**config.mk**
```make
export PLATFORM = sky130hd
export DESIGN_NAME = mem_port_arbiter
export DESIGN_NICKNAME = d
export VERILOG_FILES = /design/src/rtl/mem_port_arbiter.sv
export SDC_FILE = /design/constraint.sdc
export NUM_CORES = 1
export LEC_CHECK = 0
export CORE_ASPECT_RATIO = 0.7
export CORE_MARGIN = 8
export CORE_UTILIZATION = 42
export CTS_BUF_LIST = sky130_fd_sc_hd__clkbuf_4 sky130_fd_sc_hd__clkbuf_8
export DETAILED_ROUTE_END_ITERATION = 10
export PLACE_DENSITY = 0.81
export SLEW_MARGIN = 0
export SYNTH_ARGS = -nofsm -noshare
export SYNTH_HDL_FRONTEND = slang
export SYNTH_SLANG_ARGS = --single-unit
```
**constraint.sdc**
```tcl
create_clock -name clk -period 2 [get_ports clk]
set_input_delay 0.2 -clock clk [delete_from_list [all_inputs] [get_ports clk]]
set_output_delay 0.2 -clock clk [all_outputs]
set_load 0.03 [all_outputs]
```
**src/rtl/mem_port_arbiter.sv**
```systemverilog
// Arbitrates one single-ported memory between instruction fetch and data access.
// Data wins by default; a saturating streak counter lets a waiting fetch through.
module mem_port_arbiter #(
    parameter int ADDR_W       = 32,
    parameter int DATA_W       = 32,
    parameter int MAX_D_STREAK = 3
) (
    input  logic              clk,
    input  logic              reset,
    input  logic              if_req,
    input  logic [ADDR_W-1:0] if_addr,
    output logic              if_ready,
    output logic [DATA_W-1:0] if_rdata,
    input  logic              d_req,
    input  logic              d_we,
    input  logic [ADDR_W-1:0] d_addr,
    input  logic [DATA_W-1:0] d_wdata,
    output logic              d_ready,
    output logic [DATA_W-1:0] d_rdata,
    output logic              mem_req,
    output logic              mem_we,
    output logic [ADDR_W-1:0] mem_addr,
    output logic [DATA_W-1:0] mem_wdata,
    input  logic              mem_ack,
    input  logic [DATA_W-1:0] mem_rdata,
    output logic              busy
);
    typedef enum logic [1:0] {IDLE, BUSY_I, BUSY_D, DONE} state_t;

    localparam logic [3:0] MAX_S = 4'(MAX_D_STREAK);

    state_t            state_q;
    logic              mem_req_q, mem_we_q, if_ready_q, d_ready_q, busy_q;
    logic [ADDR_W-1:0] mem_addr_q;
    logic [DATA_W-1:0] mem_wdata_q, if_rdata_q, d_rdata_q;
    logic [3:0]        streak_q, streak_d;
    logic              grant_i, grant_d;

    // Fetch only beats a pending data request once data has had MAX_D_STREAK turns.
    always_comb begin
        grant_i  = if_req && (!d_req || streak_q == MAX_S);
        grant_d  = d_req && !grant_i;
        streak_d = 4'd0;
        if (if_req)
            streak_d = (streak_q == MAX_S) ? streak_q : streak_q + 4'd1;
    end

    always_ff @(posedge clk) begin
        if (reset) begin
            state_q     <= IDLE;
            mem_req_q   <= 1'b0;
            mem_we_q    <= 1'b0;
            mem_addr_q  <= '0;
            mem_wdata_q <= '0;
            if_ready_q  <= 1'b0;
            d_ready_q   <= 1'b0;
            if_rdata_q  <= '0;
            d_rdata_q   <= '0;
            busy_q      <= 1'b0;
            streak_q    <= 4'd0;
        end else begin
            case (state_q)
                IDLE: begin
                    if (grant_d) begin
                        mem_req_q   <= 1'b1;
                        mem_we_q    <= d_we;
                        mem_addr_q  <= d_addr;
                        mem_wdata_q <= d_wdata;
                        busy_q      <= 1'b1;
                        streak_q    <= streak_d;
                        state_q     <= BUSY_D;
                    end else if (grant_i) begin
                        mem_req_q  <= 1'b1;
                        mem_we_q   <= 1'b0;
                        mem_addr_q <= if_addr;
                        busy_q     <= 1'b1;
                        streak_q   <= 4'd0;
                        state_q    <= BUSY_I;
                    end
                end
                BUSY_I: begin
                    if (mem_ack) begin
                        mem_req_q  <= 1'b0;
                        mem_we_q   <= 1'b0;
                        if_rdata_q <= mem_rdata;
                        if_ready_q <= 1'b1;
                        state_q    <= DONE;
                    end
                end
                BUSY_D: begin
                    if (mem_ack) begin
                        mem_req_q <= 1'b0;
                        mem_we_q  <= 1'b0;
                        d_rdata_q <= mem_we_q ? '0 : mem_rdata;
                        d_ready_q <= 1'b1;
                        state_q   <= DONE;
                    end
                end
                DONE: begin
                    if_ready_q <= 1'b0;
                    d_ready_q  <= 1'b0;
                    busy_q     <= 1'b0;
                    state_q    <= IDLE;
                end
                default: state_q <= IDLE;
            endcase
        end
    end

    assign mem_req   = mem_req_q;
    assign mem_we    = mem_we_q;
    assign mem_addr  = mem_addr_q;
    assign mem_wdata = mem_wdata_q;
    assign if_ready  = if_ready_q;
    assign if_rdata  = if_rdata_q;
    assign d_ready   = d_ready_q;
    assign d_rdata   = d_rdata_q;
    assign busy      = busy_q;
endmodule

```
==> results of run 1 <==
## cells by family after synthesis
family / count (synthesis) / share of synthesized area
buffers and inverters: 63 / 0.0541
AO/OA/AOI/OAI: 149 / 0.168
flip-flops: 139 / 0.512
adder cells (fa/ha/maj): 6 / 0.0138
AND/OR/NAND/NOR: 317 / 0.252
## worst max-delay path by stage
stage                            start                         to  depth (start not counted)
2_1_floorplan  state_q[0]$_SDFFE_PP0P_  mem_addr[26]$_SDFFE_PP0P_                          6
3_3_place_gp                    if_req    state_q[1]$_SDFFE_PP0P_                          6
3_5_place_dp                    if_req    state_q[1]$_SDFFE_PP0P_                          6
4_1_cts        d_rdata[3]$_SDFFE_PP0P_                 d_rdata[3]                          1
5_1_grt        state_q[0]$_SDFFE_PP0P_    state_q[1]$_SDFFE_PP0P_                          6
6_report       d_rdata[6]$_SDFFE_PP0P_                 d_rdata[6]                          1
## cell type report
class	instances	area [um^2]
Clock buffer	18	241
Clock inverter	13	144
Fill cell	1044	3870
Inverter	7	26.3
Multi-Input combinational cell	472	2360
Sequential cell	139	2780
Tap cell	162	203
Timing Repair Buffer	279	2880
## cell usage after synthesis, drive strengths merged
cell,count
nand2,199
dfxtp,139
a21oi,100
nor2,73
clkbuf,34
nor3b,33
a311oi,32
buf,22
inv,7
ha,6
o21ai,6
a211oi,3
nand3,3
a22oi,2
a32oi,2
and2,2
nand4,2
a211o,1
a31oi,1
and3,1
nand3b,1
nand4b,1
nand4bb,1
o211a,1
o21a,1
or3b,1
## per-stage QoR
step,cell area (um^2),cells,utilization
2_1_floorplan,5430,674,-
3_3_place_gp,8250,1059,0.660
3_5_place_dp,8250,1059,0.660
4_1_cts,8640,1090,0.691
5_1_grt,8640,1090,0.691
6_report,8640,1090,0.691
## layer usage
layer	GRT usage	routed length, um	share of wire	vias to the layer above
met5	0	0	0	-
met4	0.0487	152	0.0086	0
met3	0.100	1890	0.11	12
met2	0.331	8320	0.47	224
met1	0.233	7320	0.41	2474
li1	-	-	-	2739
## registers in the layout (all words and copies together) (netlist names)
register   cells
busy           1
d_rdata       32
d_ready        1
if_rdata      32
if_ready       1
mem_addr      32
mem_req        1
mem_wdata     32
mem_we         1
state_q        2
streak_q       4
## power by group
| group | internal [mW] | switching [mW] |
|---|---|---|
| clock network | 1.13 | 1.11 |
| registers | 3.33 | 0.286 |
| logic | 1.76 | 2.47 |
## cells in the final DEF, fill, tap and decap left out, types with 3 or more instances in the layout
master | Yosys | final
a211oi_1 | 3 | 3
inv_6 | 0 | 3
buf_12 | 0 | 10
inv_1 | 7 | 7
nor3b_1 | 33 | 33
dfxtp_1 | 139 | 139
ha_1 | 6 | 6
clkdlybuf4s50_1 | 0 | 264
nor2_1 | 73 | 73
clkinvlp_4 | 0 | 4
o21ai_0 | 5 | 5
nand3_1 | 3 | 3
a311oi_1 | 30 | 30
nand2_1 | 199 | 198
clkbuf_8 | 0 | 17
buf_4 | 2 | 5
a21oi_1 | 100 | 100
==> results.sh, run 1 <==
export IMPL_status="complete, no violations"
export IMPL_hold_class="primary input to flop"
export IMPL_finalSetupTns_ns=0
export IMPL_die_area_um2=16900
export IMPL_hold_viol=0
export IMPL_worst_pin_slew_ns=0.484
export IMPL_holdCritStartpoint="reset"
export IMPL_hpwl_mm=12.8
export IMPL_reg2reg_from="state_q[1]$_SDFFE_PP0P_"
export IMPL_clock_skew_ns=0.0178
export IMPL_cts_buffer_depth=2
export IMPL_yosysWarningCount=0
export IMPL_cp_start_kind="flop"
export IMPL_netlist_area_leader_share=0.512
export IMPL_cts_made_buffers=17
export IMPL_cp_arrival_ns=1.48
export IMPL_port_buffers=266
export IMPL_whs_endpoint="d_rdata[30]$_SDFFE_PP0P_"
export IMPL_ir_worst_vdd_mv=0.623
export IMPL_power_density_nw_per_um2=1170
export IMPL_rr_endpoint="state_q[1]$_SDFFE_PP0P_"
export IMPL_first_pass_iters=4
export IMPL_drtIter0Drc=287
export IMPL_start_util=0.434
export IMPL_worstHoldPathCells=2
export IMPL_final_max_slew_viol_count=0
export IMPL_syn_to_final_growth_pct=59.0
export IMPL_coreArea_um2=12500
export IMPL_viasPerCell=5.00
export IMPL_yosysSeqAreaShare=0.512
export IMPL_cts_sinks=139
export IMPL_grt_pass1_vias=5267
export IMPL_cts_clk_slew_worst_paths_ns=0.08
export IMPL_synthTopCellsByArea="dfxtp_1 51%, nand2_1 14%, a21oi_1 9.2%"
export IMPL_synth_nets=814
export IMPL_crit_family="buffers and inverters"
export IMPL_antenna_cells=0
export IMPL_antenna_found_initial=0
export IMPL_ant_nets=0
export IMPL_std_cell_rows=34
export IMPL_cts_root_buf="clkbuf_8"
export IMPL_post_cts_buffers=0
export IMPL_htree_levels=4
export IMPL_cts_tree="done"
export IMPL_cts_resized=0
export IMPL_grt_usage=0.203
export IMPL_max_freq_ghz=0.594
export IMPL_grt_overflow_total=0
export IMPL_power_total_mw=10.1
export IMPL_layout_drive_gt1_share=0.0560
export IMPL_grt_pass1_wl_mm=28.2
export IMPL_setup_slack_ns=0.315
export IMPL_wirelength_mm=17.7
export IMPL_clock_latency_ns=0.42
export IMPL_synth_cell_area_um2=5430
export IMPL_place_gp_congestion=0.799
export IMPL_endpoint_kind="output pin"
export IMPL_r2r_cells=6
export IMPL_synthesis_instances=674
export IMPL_cp_required_ns=1.80
export IMPL_setup_viol=0
export IMPL_period_share=0.842
export IMPL_ctsHoldBuffers=0
export IMPL_slew_headroom=0.678
export IMPL_hold_slack_ns=0.229
export IMPL_reg2reg_slack_ns=0.33
export IMPL_leakage_nw=3.15
export IMPL_cpPeakStageDelay_ns=0.69
export IMPL_drc=0
export IMPL_post_place_ws_ns=0.236
export IMPL_die_h_um=111
export IMPL_avgSynthCellArea_um2=8.06
export IMPL_die_x_um=152
export IMPL_synth_area_leader_cell="dfxtp_1"
export IMPL_vias=5449
export IMPL_routedWlPerCell_um=16.2
export IMPL_ys_ff_latch=139
export IMPL_crit_chain="clkdlybuf4s50_1"
export IMPL_crit_fanout=2
export IMPL_crit_path_top_delay_cell="clkdlybuf4s50_1"
export IMPL_io_pins=267
export IMPL_cap_viol_max_count=0
export IMPL_synth_cell_type_count=30
export IMPL_final_nets=1056
export IMPL_rsz0062_at_grt="no"
export IMPL_final_min_clock_period_ns=1.68
export IMPL_critical_path_class="flop to output pin"
export IMPL_grt_max_degree=66
export IMPL_path_buf_inv=1
(Power assumes the default switching activity.)
==> run 2: changes to the inputs <==
- clock period: 2 -> 1.6 ns (I/O delays scaled with it)
==> run 2 against run 1 <==
Against the previous run: worst setup slack lost 0.28 ns; die area did not move; critical endpoint is now state_q[1]$_SDFFE_PP0P_; sequential share of layout area decreased by 0.44 points; global-route usage rose by 0.33 points; combinational power up 21%.
==> results.sh, run 2 (same netlist as run 1, synthesis figures left out) <==
export IMPL_grt_busiest_layer="met2"
export IMPL_cts_clk_slew_worst_paths_ns=0.08
export IMPL_grt_usage=0.206
export IMPL_routedWlPerCell_um=16.7
export IMPL_ir_worst_vdd_mv=0.855
export IMPL_cts_made_buffers=17
export IMPL_cp_start_kind="flop"
export IMPL_place_gp_congestion=0.789
export IMPL_crit_chain="inv_1 > ha_4 > or3b_4 > o21ai_2 > a211oi_2 > a211oi_1"
export IMPL_critical_path_class="flop to flop"
export IMPL_cp_arrival_ns=1.90
export IMPL_final_min_clock_period_ns=1.57
export IMPL_gr_usage_met2=0.330
export IMPL_grt_max_degree=87
export IMPL_rr_endpoint="state_q[1]$_SDFFE_PP0P_"
export IMPL_cap_viol_max_count=0
export IMPL_port_buffers=266
export IMPL_cp_required_ns=1.93
export IMPL_final_cell_mix="198 x nand2_1, 136 x dfxtp_1, 132 x clkdlybuf4s50_1, 132 x dlygate4sd2_1, 100 x a21oi_1"
export IMPL_first_pass_iters=4
export IMPL_finalSetupTns_ns=0
export IMPL_period_share=0.980
export IMPL_power_total_mw=12.9
export IMPL_whs_endpoint="busy$_SDFFE_PP0P_"
export IMPL_final_max_slew_viol_count=0
export IMPL_slew_headroom=0.624
export IMPL_die_x_um=152
export IMPL_antenna_found_initial=0
export IMPL_ant_nets=0
export IMPL_crit_path_top_delay_cell="or3b_4"
export IMPL_std_cell_rows=34
export IMPL_final_common_cell="nand2_1"
export IMPL_wirelength_mm=18.5
export IMPL_setup_viol=0
export IMPL_cts_root_buf="clkbuf_8"
export IMPL_drtIter0Drc=264
export IMPL_die_area_um2=16900
export IMPL_met3_usage=0.107
export IMPL_start_util=0.434
export IMPL_die_h_um=111
export IMPL_cts_tree="done"
export IMPL_r2r_cells=6
export IMPL_reg2reg_slack_ns=0.03
export IMPL_grt_pass1_wl_mm=28.7
export IMPL_grt_pass1_vias=5565
export IMPL_coreArea_um2=12500
export IMPL_hold_viol=0
export IMPL_layout_drive_gt1_share=0.0860
export IMPL_critPathLaunch="state_q[1]$_SDFFE_PP0P_"
export IMPL_hpwl_mm=12.9
export IMPL_dp_cells=1070
export IMPL_hold_class="primary input to flop"
export IMPL_clock_skew_ns=0.0153
export IMPL_cts_sinks=139
export IMPL_cpPeakStageDelay_ns=0.41
export IMPL_worst_pin_slew_ns=0.565
export IMPL_leakage_nw=3.84
export IMPL_worstHoldPathCells=3
export IMPL_instances_no_fill=1104
export IMPL_status="complete, no violations"
export IMPL_endpoint_kind="flop"
export IMPL_cts_buffer_depth=2
export IMPL_htree_levels=4
export IMPL_viasPerCell=5.06
export IMPL_crit_family="compound AO/OA/AOI/OAI gates"
export IMPL_grt_overflow_total=0
export IMPL_syn_to_final_growth_pct=61.4
export IMPL_path_buf_inv=1
export IMPL_met1_usage=0.227
export IMPL_power_density_nw_per_um2=1470
export IMPL_drc=0
export IMPL_io_pins=267
export IMPL_max_freq_ghz=0.638
export IMPL_final_nets=1069
export IMPL_antenna_cells=0
export IMPL_holdCritStartpoint="reset"
export IMPL_reg2reg_from="state_q[1]$_SDFFE_PP0P_"
export IMPL_vias=5587
export IMPL_clock_latency_ns=0.44
export IMPL_crit_fanout=6
## run 2: how the worst max path moves through the flow
stage / endpoint / slack (ns) / cells after the start
after global routing: state_q[1]$_SDFFE_PP0P_ / -0.06 / 6
after CTS: mem_addr[21]$_SDFFE_PP0P_ / 0.01 / 6
final: state_q[1]$_SDFFE_PP0P_ / 0.03 / 6
after global placement: state_q[1]$_SDFFE_PP0P_ / -0.07 / 6
after floorplan: mem_addr[26]$_SDFFE_PP0P_ / 0.07 / 6
after detailed placement: mem_addr[21]$_SDFFE_PP0P_ / -0.11 / 6
## run 2: per-stage QoR
step | hold WS (ns) | instance area [um^2] | worst slack (ns) | util
6_report | 0.223 | 8770 | 0.0325 | 0.701
5_1_grt | 0.243 | 8770 | -0.0576 | 0.701
4_1_cts | 0.214 | 8640 | 0.0130 | 0.691
3_5_place_dp | 0.446 | 8340 | -0.109 | 0.666
3_3_place_gp | 0.441 | 8340 | -0.0682 | 0.666
2_1_floorplan | 0.296 | 5430 | 0.0680 | -
## run 2: routing by layer
metal  vias up  wire, um
met5         -         0
met4         0       445
met3        36      2030
met2       221      8410
met1      2564      7560
li1       2766         -
## run 2: report_power, final
part / switching (mW) / total, mW / internal [mW] / leakage, nW
combinational: 3.21 / 5.11 / 1.91 / 2.47
clock: 1.41 / 3.32 / 1.91 / 0.228
sequential: 0.331 / 4.50 / 4.17 / 1.14
total: 4.94 / 12.9 / 7.98 / 3.84
## run 2: repair_timing
item / CTS / global route
buffers inserted: 0 / 0
setup endpoints to repair: 135 / 53
gates resized for setup: 134 / 17
hold buffers: 0 / 0
gates cloned: 0 / 2
## run 2: final cells by class
class                           count  area, um^2
Inverter                            7        26.3
Clock buffer                       19         249
Multi-Input combinational cell    472        2440
Timing Repair Buffer              292        2850
Clock inverter                     13         214
Fill cell                        1064        3740
Tap cell                          162         203
Sequential cell                   139        2790
## run 2: tightest hold or removal path, cell delays in order
cell	delay, ns
buf_4	0.13
buf_12	0.19
nor2_1	0.13
